`config.mk`:
```
export PLATFORM = sky130hd
export DESIGN_NAME = uart_rx
export DESIGN_NICKNAME = d
export VERILOG_FILES = /design/src/rtl/uart_pkg.sv /design/src/rtl/uart_clk_div.sv /design/src/rtl/uart_rx.sv
export SDC_FILE = /design/constraint.sdc
export NUM_CORES = 1
export LEC_CHECK = 0
export CAP_MARGIN = 20
export CORE_ASPECT_RATIO = 0.9
export CORE_MARGIN = 8
export CORE_UTILIZATION = 40
export DETAILED_ROUTE_END_ITERATION = 7
export SLEW_MARGIN = 20
export SYNTH_ARGS = -nofsm -noshare
export SYNTH_HDL_FRONTEND = slang
export SYNTH_SLANG_ARGS = --single-unit
```
`constraint.sdc`:
```
create_clock -name clk_i -period 2 [get_ports clk_i]
set_input_delay 0.3 -clock clk_i [delete_from_list [all_inputs] [get_ports clk_i]]
set_output_delay 0.3 -clock clk_i [all_outputs]
set_load 0.05 [all_outputs]
```
`src/rtl/uart_pkg.sv`:
```
// rtl/uart_pkg.sv - shared types and constants for the UART receiver
package uart_pkg;

  localparam int UartDataBits = 8;

  typedef enum logic [2:0] {
    IDLE,
    START,
    DATA,
    STOP,
    RECOVER
  } uart_rx_state_t;

endpackage

```
`src/rtl/uart_clk_div.sv`:
```
// rtl/uart_clk_div.sv - free-running bit-period divider with a mid-period mark
module uart_clk_div #(
  parameter int DivMaxVal  = 16,
  parameter int DivMarkPos = 7
) (
  input  logic clk_i,
  input  logic reset_i,
  input  logic clear_i,
  input  logic enable_i,
  output logic mark_o
);

  localparam int CntW = $clog2(DivMaxVal);
  localparam logic [CntW-1:0] CntMax  = CntW'(DivMaxVal - 1);
  localparam logic [CntW-1:0] MarkPos = CntW'(DivMarkPos);

  logic [CntW-1:0] cnt;

  always_ff @(posedge clk_i) begin
    if (reset_i || clear_i) begin
      cnt <= '0;
    end else if (enable_i) begin
      cnt <= (cnt == CntMax) ? '0 : cnt + 1'b1;
    end
  end

  assign mark_o = enable_i && (cnt == MarkPos);

endmodule

```
`src/rtl/uart_rx.sv`:
```
// rtl/uart_rx.sv - 8N1 serial receiver sampling each bit near its centre
module uart_rx
  import uart_pkg::*;
#(
  parameter int ClksPerBit = 16
) (
  input  logic                    clk_i,
  input  logic                    reset_i,
  input  logic                    rx_i,
  output logic [UartDataBits-1:0] data_o,
  output logic                    valid_o,
  output logic                    frame_err_o,
  output logic                    busy_o
);

  logic                    rx_meta;
  logic                    rx_s;
  logic [1:0]              sync_fill;
  logic                    armed;
  logic                    mark;
  uart_rx_state_t          state;
  logic [2:0]              bit_cnt;
  logic [UartDataBits-1:0] shift_reg;

  // sync_fill marks when rx_s holds a real line sample rather than the reset value;
  // armed then requires one observed high level, so a line caught low by reset is ignored.
  always_ff @(posedge clk_i) begin
    if (reset_i) begin
      rx_meta   <= 1'b1;
      rx_s      <= 1'b1;
      sync_fill <= 2'b00;
      armed     <= 1'b0;
    end else begin
      rx_meta   <= rx_i;
      rx_s      <= rx_meta;
      sync_fill <= {sync_fill[0], 1'b1};
      armed     <= armed | (sync_fill[1] & rx_s);
    end
  end

  uart_clk_div #(
    .DivMaxVal (ClksPerBit),
    .DivMarkPos(ClksPerBit / 2 - 1)
  ) u_clk_div (
    .clk_i   (clk_i),
    .reset_i (reset_i),
    .clear_i (state == IDLE),
    .enable_i(state != IDLE),
    .mark_o  (mark)
  );

  always_ff @(posedge clk_i) begin
    if (reset_i) begin
      state       <= IDLE;
      bit_cnt     <= 3'd0;
      shift_reg   <= '0;
      data_o      <= '0;
      valid_o     <= 1'b0;
      frame_err_o <= 1'b0;
    end else begin
      valid_o     <= 1'b0;
      frame_err_o <= 1'b0;
      case (state)
        IDLE: begin
          if (armed && !rx_s) begin
            state <= START;
          end
        end
        START: begin
          if (mark) begin
            if (rx_s) begin
              state <= IDLE;
            end else begin
              state   <= DATA;
              bit_cnt <= 3'd0;
            end
          end
        end
        DATA: begin
          if (mark) begin
            shift_reg <= {rx_s, shift_reg[UartDataBits-1:1]};
            bit_cnt   <= bit_cnt + 3'd1;
            if (bit_cnt == 3'd7) begin
              state <= STOP;
            end
          end
        end
        STOP: begin
          if (mark) begin
            if (rx_s) begin
              data_o  <= shift_reg;
              valid_o <= 1'b1;
              state   <= IDLE;
            end else begin
              frame_err_o <= 1'b1;
              state       <= RECOVER;
            end
          end
        end
        RECOVER: begin
          if (rx_s) begin
            state <= IDLE;
          end
        end
        default: state <= IDLE;
      endcase
    end
  end

  assign busy_o = (state != IDLE);

endmodule

```
# ---- Word level (Yosys, flattened, before mapping)
# Index checks and enable logic that the tools add are counted.
# Widths: inputs -> output; s select.
dict set report word_totals {
  wordCells 61
  output_inout_bits 11
  register_bits 33
  input_bits 3
}
dict set report classes {
  addsub 2
  reduce_logical 12
  n_eq_ne 14
  bitwise_logic 4
  mux 17
}
# cell count
set op_table {}
lappend op_table {{$mux 3} 10}
lappend op_table {{$pmux 3 s5} 1}
lappend op_table {{$ne 2x2->1 const B} 7}
lappend op_table {{$eq 3x2->1 const B} 2}
lappend op_table {{$eq 3x3->1 const B} 2}
lappend op_table {{$pmux 3 s2} 1}
lappend op_table {{$reduce_and 6->1} 1}
lappend op_table {{$add 4x1->4 const B} 1}
lappend op_table {{$eq 4x3->1 const B} 1}
lappend op_table {{$eq 4x4->1 const B} 1}
lappend op_table {{$mux 4} 1}
lappend op_table {{$reduce_and 4->1} 1}
lappend op_table {{$add 3x1->3 const B} 1}
lappend op_table {{$eq 3x1->1 const B} 1}
lappend op_table {{$logic_not 3->1} 1}
lappend op_table {{$mux 1} 3}
lappend op_table {{$reduce_and 3->1} 1}
lappend op_table {{$reduce_bool 3->1} 1}
lappend op_table {{$reduce_or 3->1} 1}
lappend op_table {{$logic_and 1x1->1} 2}
lappend op_table {{$mux 2} 1}
lappend op_table {{$not 1->1} 2}
lappend op_table {{$reduce_and 2->1} 1}
lappend op_table {{$reduce_bool 2->1} 1}
lappend op_table {{4 further kinds} 4}

# ---- Depth between registers and ports, before layout
# Gate-level depths: netlist of run 1.
dict set report logic_depth {
  depth_word 4
  ltp_mapped 6
  ltp_nobuf 5
}

# ---- Cells and area by module
# A second synthesis of run 1 with hierarchy kept.
dict set report hier_totals {
  cells_unflattened 134
  area_unflattened_um2 1322.5
}
# mod seq_area_each_um2 area_each_um2 cells_per_inst instances
set by_module_without_submodules {}
lappend by_module_without_submodules {uart_rx 580.6 1124.8 114 1}
lappend by_module_without_submodules {uart_clk_div 80.1 197.7 20 1}

# ---- Worst setup path before layout of run 1
# No wires, ideal clock.
dict set report synth_path {
  kind {reg-to-reg}
  startpoint {reg u_clk_div.cnt[0]}
  endpoint {reg data_o[1]}
  setup_ns 0.072
  arrival_time_ns 1.402
  stages_incl_launch_ff 7
  period_less_slack_ns 1.473
  path_slack_ns 0.527
  required_time_ns 1.928
  path_cell_list {dfxtp_1 > ha_1 > and4b_1 > buf_6 > and4b_1 > buf_6 > mux2i_1}
}
dict set report synth_via {
  elab_chain_cells 3
}
# element line
set synth_lines {}
lappend synth_lines {{start, declared} uart_clk_div.sv:17} ;# logic [CntW-1:0] cnt;
lappend synth_lines {{start signal, assigned} uart_clk_div.sv:23} ;# cnt <= (cnt == CntMax) ? '0 : cnt + 1'b1;
lappend synth_lines {{$eq 4x3->1} uart_clk_div.sv:27} ;# assign mark_o = enable_i && (cnt == MarkPos);
lappend synth_lines {{$logic_and 1x1->1} uart_clk_div.sv:27}
lappend synth_lines {{$reduce_and 3->1 (no line)} --}
lappend synth_lines {{end signal, assigned} uart_rx.sv:91} ;# data_o <= shift_reg;
lappend synth_lines {{end, declared} uart_rx.sv:10} ;# output logic [UartDataBits-1:0] data_o,
# No other way between the ends.
# A chain may end at the register's enable or synchronous reset.

# ---- Final worst setup path of run 1
dict set report layout_path {
  startpoint {reg data_o[0]}
  endpoint {out data_o[0]}
}
# No word-level cell between the ends.

==> results.yml, run 1 <==
global_route:
  grt_max_degree: 14
  grt_util_met3_pct: 4.09
  gr-usage-met1_pct: 10.7
  use_met2_pct: 14.2
  busiest_layer: "met2"
  grt_pass1_vias: 881
  gr-usage-all-layers_pct: 9.30
  antenna_found_initial: 0
  gr-total-overflow: 0
  grt_pass1_wl_mm: 4.01
sta:
  period_needed_ns: 1.79
  clock.fmax_mhz: 560
  worstMarginPinSlew_ns: 0.508
  maxSlewViolCount: 0
  setup_viol: 0
  grt_setup_unrepaired: "false"
  final.setup_skew_ns: 0.00847
  fin_tns_setup_ns: 0
  post-route-period-util_pct: 89.4
  hold_violations: 0
  slew_headroom_pct: 66.0
setup_path:
  path_buf_inv: 1
  slowest_stage: "clkdlybuf4s50_1"
  crit_family: "buffers and inverters"
  arrival_ns: 1.49
  cp-end-kind: "primary output"
  critPathCapture: "data_o[0]"
  cp_slowest_stage_delay_ns: 0.81
  critPathLaunchType: "flop"
  crit_fanout: 2
  r2r_cells: 4
  crit_required_ns: 1.70
  cp-startpoint: "data_o[0]$_SDFFE_PP0P_"
  r2r_start: "u_clk_div.cnt[0]$_SDFFE_PP0P_"
  path_cells: "clkdlybuf4s50_1"
  cp.depth: 1
  reg2reg_to: "data_o[0]$_SDFFE_PP0P_"
  path_class: "reg2out"
  reg2reg_setup_slack_ns: 0.24
placement:
  post-place-cells: 177
  gp_congestion: 0.718
  port_buffers: 13
  dp_hpwl_mm: 1.66
logic_synthesis:
  yosysWarningCount: 0
  synth_top_area_share_pct: 50.8
  ys_seq_area_share_pct: 50.8
  syn_inst: 127
  synth_cell_types: 33
  synth_area_per_cell_um2: 10.2
  synth_area_leader_cell: "dfxtp_1"
  ys_seq_elements: 33
  synthTopCellsByArea: "dfxtp_1 51%, mux2i_1 13%, nand2_1 5.8%"
  synth.cell_area_mm2: 0.00130
  syn_nets: 133
pwr:
  total_power_w: 0.00104
  p_per_area_mw_per_mm2: 691
  power_leakage_nw: 0.601
  ir_drop_uv: 353
floorplanning:
  die_x_um: 76.1
  start_util_pct: 42.1
  core_mm2: 0.00309
  dieArea_mm2: 0.00533
  die_h_um: 70.1
  ioPinCount: 14
  rows: 19
finish:
  nets: 148
  post-route-util_pct: 48.6
  stdcell_count: 185
  layout-drive-gt1-share_pct: 11.2
  syn_to_final_growth_pct: 15.6
  diodes: 0
  fill_cells: 302
cts:
  cts_buffers: 5
  clockRootBuffer: "clkbuf_4"
  tritoncts: "built"
  clock_latency_ns: 0.32
  hold_buffers: 0
  clkSinkCount: 33
  htreeDepth: 2
  cts_buffer_depth: 2
  cts.reportedPaths.clkPinSlew_ns: 0.10
detailed_routing:
  drt_iter0_drc: 59
  drt_wl_total_mm: 2.33
  drtPass1Iterations: 4
  vias_per_cell: 5.01
  drc: 0
  wl_per_cell_um: 12.6
  vias: 927
  antenna_left: 0
hold_path:
  hold_path_class: "reg2reg"
  hp-start: "rx_meta$_SDFF_PP1_"
run_status:
  status: "finished, final reports clean"
job:
  drv_cap: 0
==> repair_timing <==
item                                    CTS  global route
buffers inserted                          0             0
endpoints found under the setup margin    0             1
resized for setup                         0             1
==> cell type report <==
type                       instances  area [µm²]  area share [%]
inverter                           5        18.8            1.25
clock inverter                     2        10.0           0.666
sequential                        33         661            44.0
multi-input combinational         82         577            38.4
clock buffer                       6        41.3            2.75
timing repair buffer              15         143            9.49
tap                               42        52.6            3.50
==> worst reg2reg max path, stage by stage (launching register included) <==
cell     delay [ns]
dfxtp_1        0.38
ha_1           0.28
and4b_1        0.37
and4b_2        0.42
mux2i_1        0.23
==> through the flow <==
step / setup slack [ns] / area [µm²] / hold slack, ns
2_1_floorplan: 0.527 / 1300 / 0.372
3_3_place_gp: 0.254 / 1450 / 0.391
3_5_place_dp: 0.146 / 1450 / 0.411
4_1_cts: 0.100 / 1500 / 0.435
5_1_grt: 0.0983 / 1500 / 0.457
6_report: 0.213 / 1500 / 0.427
==> per-layer routing <==
layer,part of all wire (%),vias to the layer above,routed length (µm)
li1,-,477,-
met1,49,430,1140
met2,44,16,1040
met3,5.3,4,124
met4,1.5,0,35
met5,0,-,0
==> power breakdown <==
group          switching, W  leakage (nW)  total [W]  internal, W
Clock              0.000209        0.0320   0.000343     0.000134
Sequential       0.00000419         0.267   0.000667     0.000663
Combinational     0.0000167         0.302  0.0000286    0.0000119
Total              0.000230         0.601    0.00104     0.000808
==> cells in the final DEF (no fill, tap or decap), drive strengths merged, types with 3 or more instances in the layout <==
cell type,count
buf,3
mux2i,17
dfxtp,33
clkbuf,6
a21oi,5
nor2,6
clkdlybuf4s50,12
ha,3
o32ai,3
inv,5
nand2,21
a211oi,3
==> Yosys cell counts <==
| cell | number |
|---|---|
| nand2_1 | 20 |
| nor2b_1 | 1 |
| a211o_1 | 2 |
| nand2_2 | 1 |
| nor2_1 | 6 |
| inv_1 | 5 |
| a211oi_2 | 1 |
| or2b_1 | 1 |
| xnor2_1 | 1 |
| and3b_2 | 1 |
| buf_6 | 2 |
| o21ai_0 | 1 |
| nor4_1 | 1 |
| buf_4 | 1 |
| dfxtp_1 | 33 |
| nor3b_1 | 1 |
| o32ai_1 | 3 |
| nor3_1 | 1 |
| a41o_1 | 1 |
| or3_1 | 1 |
| nand3b_1 | 2 |
| a21oi_1 | 5 |
| or2_2 | 2 |
| a311oi_1 | 1 |
| mux2i_1 | 17 |
| and4b_1 | 2 |
| clkbuf_1 | 4 |
| and3_1 | 1 |
| ha_1 | 3 |
| or3b_1 | 1 |
| nand2b_1 | 1 |
| nand4b_1 | 2 |
| a211oi_1 | 2 |
==> how the worst min path moves through the flow <==
stage | to | cells past startpoint
6_report | rx_s$_SDFF_PP1_ | 1
5_1_grt | sync_fill[1]$_SDFF_PP0_ | 1
4_1_cts | rx_s$_SDFF_PP1_ | 1
3_5_place_dp | rx_s$_SDFF_PP1_ | 1
3_3_place_gp | rx_s$_SDFF_PP1_ | 1
2_1_floorplan | sync_fill[1]$_SDFF_PP0_ | 1
==> cell families after synthesis <==
| group | share of synthesized area, % |
|---|---|
| multiplexers | 13.1 |
| adder cells (fa/ha/maj) | 2.89 |
| AO/OA/AOI/OAI | 9.24 |
| flip-flops | 50.8 |
| buffers and inverters | 4.91 |
| AND/OR/NAND/NOR | 18.4 |
| XOR/XNOR | 0.674 |
Power figures use the tool's default switching activity.
==> run 2: changes to the inputs <==
- CORE_UTILIZATION: 40 -> 54
- PLACE_DENSITY: default -> 0.77
==> run 2 against run 1 <==
  * Clock-buffer cell count is 2 higher
  * Global-route usage rose by 3.9 points
  * Clock power hardly changed
  * Via count stayed put
  * First-iteration DRC count is 15% lower
  * Sequential cell count stayed put
  * Cell area decreased by 1.3%
  * Total power up 0.16%
  * Die area down 21%
  * Critical path depth unchanged
  * Core utilization up 14 points
==> results.yml, run 2 (synthesized netlist as in run 1, its figures left out) <==
run_status:
  status: "finished, final reports clean"
placement:
  post_dp_cell_area_mm2: 0.00143
  dp_hpwl_mm: 1.72
  gp_congestion: 0.802
  port_buffers: 13
  place_ws_ns: 0.175
finish:
  regArea_um2: 661
  layout-drive-gt1-share_pct: 9.79
  multi_input_area_um2: 577
  final_cell_mix: "33 x dfxtp_1, 20 x nand2_1, 17 x mux2i_1"
  stdcell_area_mm2: 0.00148
  final_common_cell: "dfxtp_1"
  fill_cells: 219
  nets: 148
  syn_to_final_growth_pct: 14.1
  diodes: 0
pwr:
  seq_power_share_pct: 64.1
  total_power_w: 0.00104
  power.net_switching_w: 0.000226
  ir_drop_uv: 563
  p_int_w: 0.000814
  power.share.clock_pct: 33.2
  power_leakage_nw: 0.596
  p_per_area_mw_per_mm2: 701
  combPwrFrac_pct: 2.7
  swShare_pct: 21.7
sta:
  final.setup_skew_ns: 0.00553
  setup_viol: 0
  period_needed_ns: 1.79
  whs_ns: 0.423
  grt_setup_unrepaired: "false"
  worstMarginPinSlew_ns: 0.506
  clock.fmax_mhz: 558
  post-route-period-util_pct: 89.7
  fin_ws_ns: 0.207
  hold_violations: 0
  slew_headroom_pct: 66.1
  fin_tns_setup_ns: 0
  maxSlewViolCount: 0
setup_path:
  crit_fanout: 2
  r2r_start: "u_clk_div.cnt[0]$_SDFFE_PP0P_"
  slowest_stage: "clkdlybuf4s50_1"
  path_buf_inv: 1
  reg2reg_to: "data_o[4]$_SDFFE_PP0P_"
  path_class: "reg2out"
  path_cells: "clkdlybuf4s50_1"
  r2r_cells: 4
  cp_slowest_stage_delay_ns: 0.81
  cp-end-kind: "primary output"
  critPathLaunchType: "flop"
  arrival_ns: 1.49
  crit_required_ns: 1.70
  crit_family: "buffers and inverters"
  reg2reg_setup_slack_ns: 0.27
global_route:
  grt_pass1_wl_mm: 4.28
  antenna_found_initial: 0
  grt_pass1_vias: 946
  grt_max_degree: 14
  gr-total-overflow: 0
  gr-usage-all-layers_pct: 13.2
cts:
  clkSinkCount: 33
  tritoncts: "built"
  clockRootBuffer: "clkbuf_4"
  hold_buffers: 0
  cts.reportedPaths.clkPinSlew_ns: 0.09
  ctsResizeCount: 0
  cts_buffers: 5
  htreeDepth: 2
  clock_latency_ns: 0.32
  post_cts_buffers: 0
  cts_buffer_depth: 2
floorplanning:
  die_x_um: 67.7
  start_util_pct: 55.1
  dieArea_mm2: 0.00424
  rows: 17
  die_h_um: 62.5
  ioPinCount: 14
  core_mm2: 0.00236
detailed_routing:
  drt_iter0_drc: 50
  drtPass1Iterations: 4
  vias_per_cell: 5.42
  wl_per_cell_um: 14.4
  vias: 927
  antenna_left: 0
  drt_wl_total_mm: 2.45
  drc: 0
hold_path:
  hold_path_class: "reg2reg"
  min_path_cells: 1
  hp-start: "rx_meta$_SDFF_PP1_"
  min_to: "rx_s$_SDFF_PP1_"
job:
  drv_cap: 0
-- run 2: changes by cell type in the layout (fill, tap and decap cells not counted), sizes merged --
cell / before / now
clkbuf: 6 / 8
clkinv: 2 / 0
-- run 2: worst max path at each step --
stage	from	end	slack, ns	cells past startpoint
3_3_place_gp	u_clk_div.cnt[0]$_SDFFE_PP0P_	data_o[0]$_SDFFE_PP0P_	0.28	4
5_1_grt	u_clk_div.cnt[0]$_SDFFE_PP0P_	data_o[4]$_SDFFE_PP0P_	0.08	4
3_5_place_dp	u_clk_div.cnt[0]$_SDFFE_PP0P_	data_o[4]$_SDFFE_PP0P_	0.17	4
4_1_cts	u_clk_div.cnt[0]$_SDFFE_PP0P_	data_o[4]$_SDFFE_PP0P_	0.16	4
2_1_floorplan	u_clk_div.cnt[0]$_SDFFE_PP0P_	data_o[1]$_SDFFE_PP0P_	0.53	6
6_report	data_o[5]$_SDFFE_PP0P_	data_o[5]	0.21	1
-- run 2: through the flow --
stage / utilization, % / cells
detailed placement: 60.7 / 163
global route: 62.8 / 171
global placement: 60.7 / 163
finish: 62.8 / 171
floorplan: - / 127
CTS: 62.7 / 171
-- run 2: power by group through the flow --
stage               Sequential [W]  Clock, W  Combinational [W]
detailed placement        0.000682         0          0.0000281
global route              0.000668  0.000381          0.0000314
finish                    0.000667  0.000345          0.0000284
floorplan                 0.000680         0          0.0000184
global placement          0.000682         0          0.0000275
CTS                       0.000667  0.000360          0.0000285
-- run 2: layout make-up --
class	count	share of cell area, %
clock buffer	8	3.29
sequential	33	44.6
multi-input combinational	82	38.9
inverter	5	1.27
timing repair buffer	15	9.62
tap	28	2.36
-- run 2: routing by layer --
metal / GRT usage [%] / wire, µm
met1: 14.6 / 1070
met2: 20.2 / 1210
met3: 5.38 / 137
met4: 7.83 / 33
met5: 0 / 0
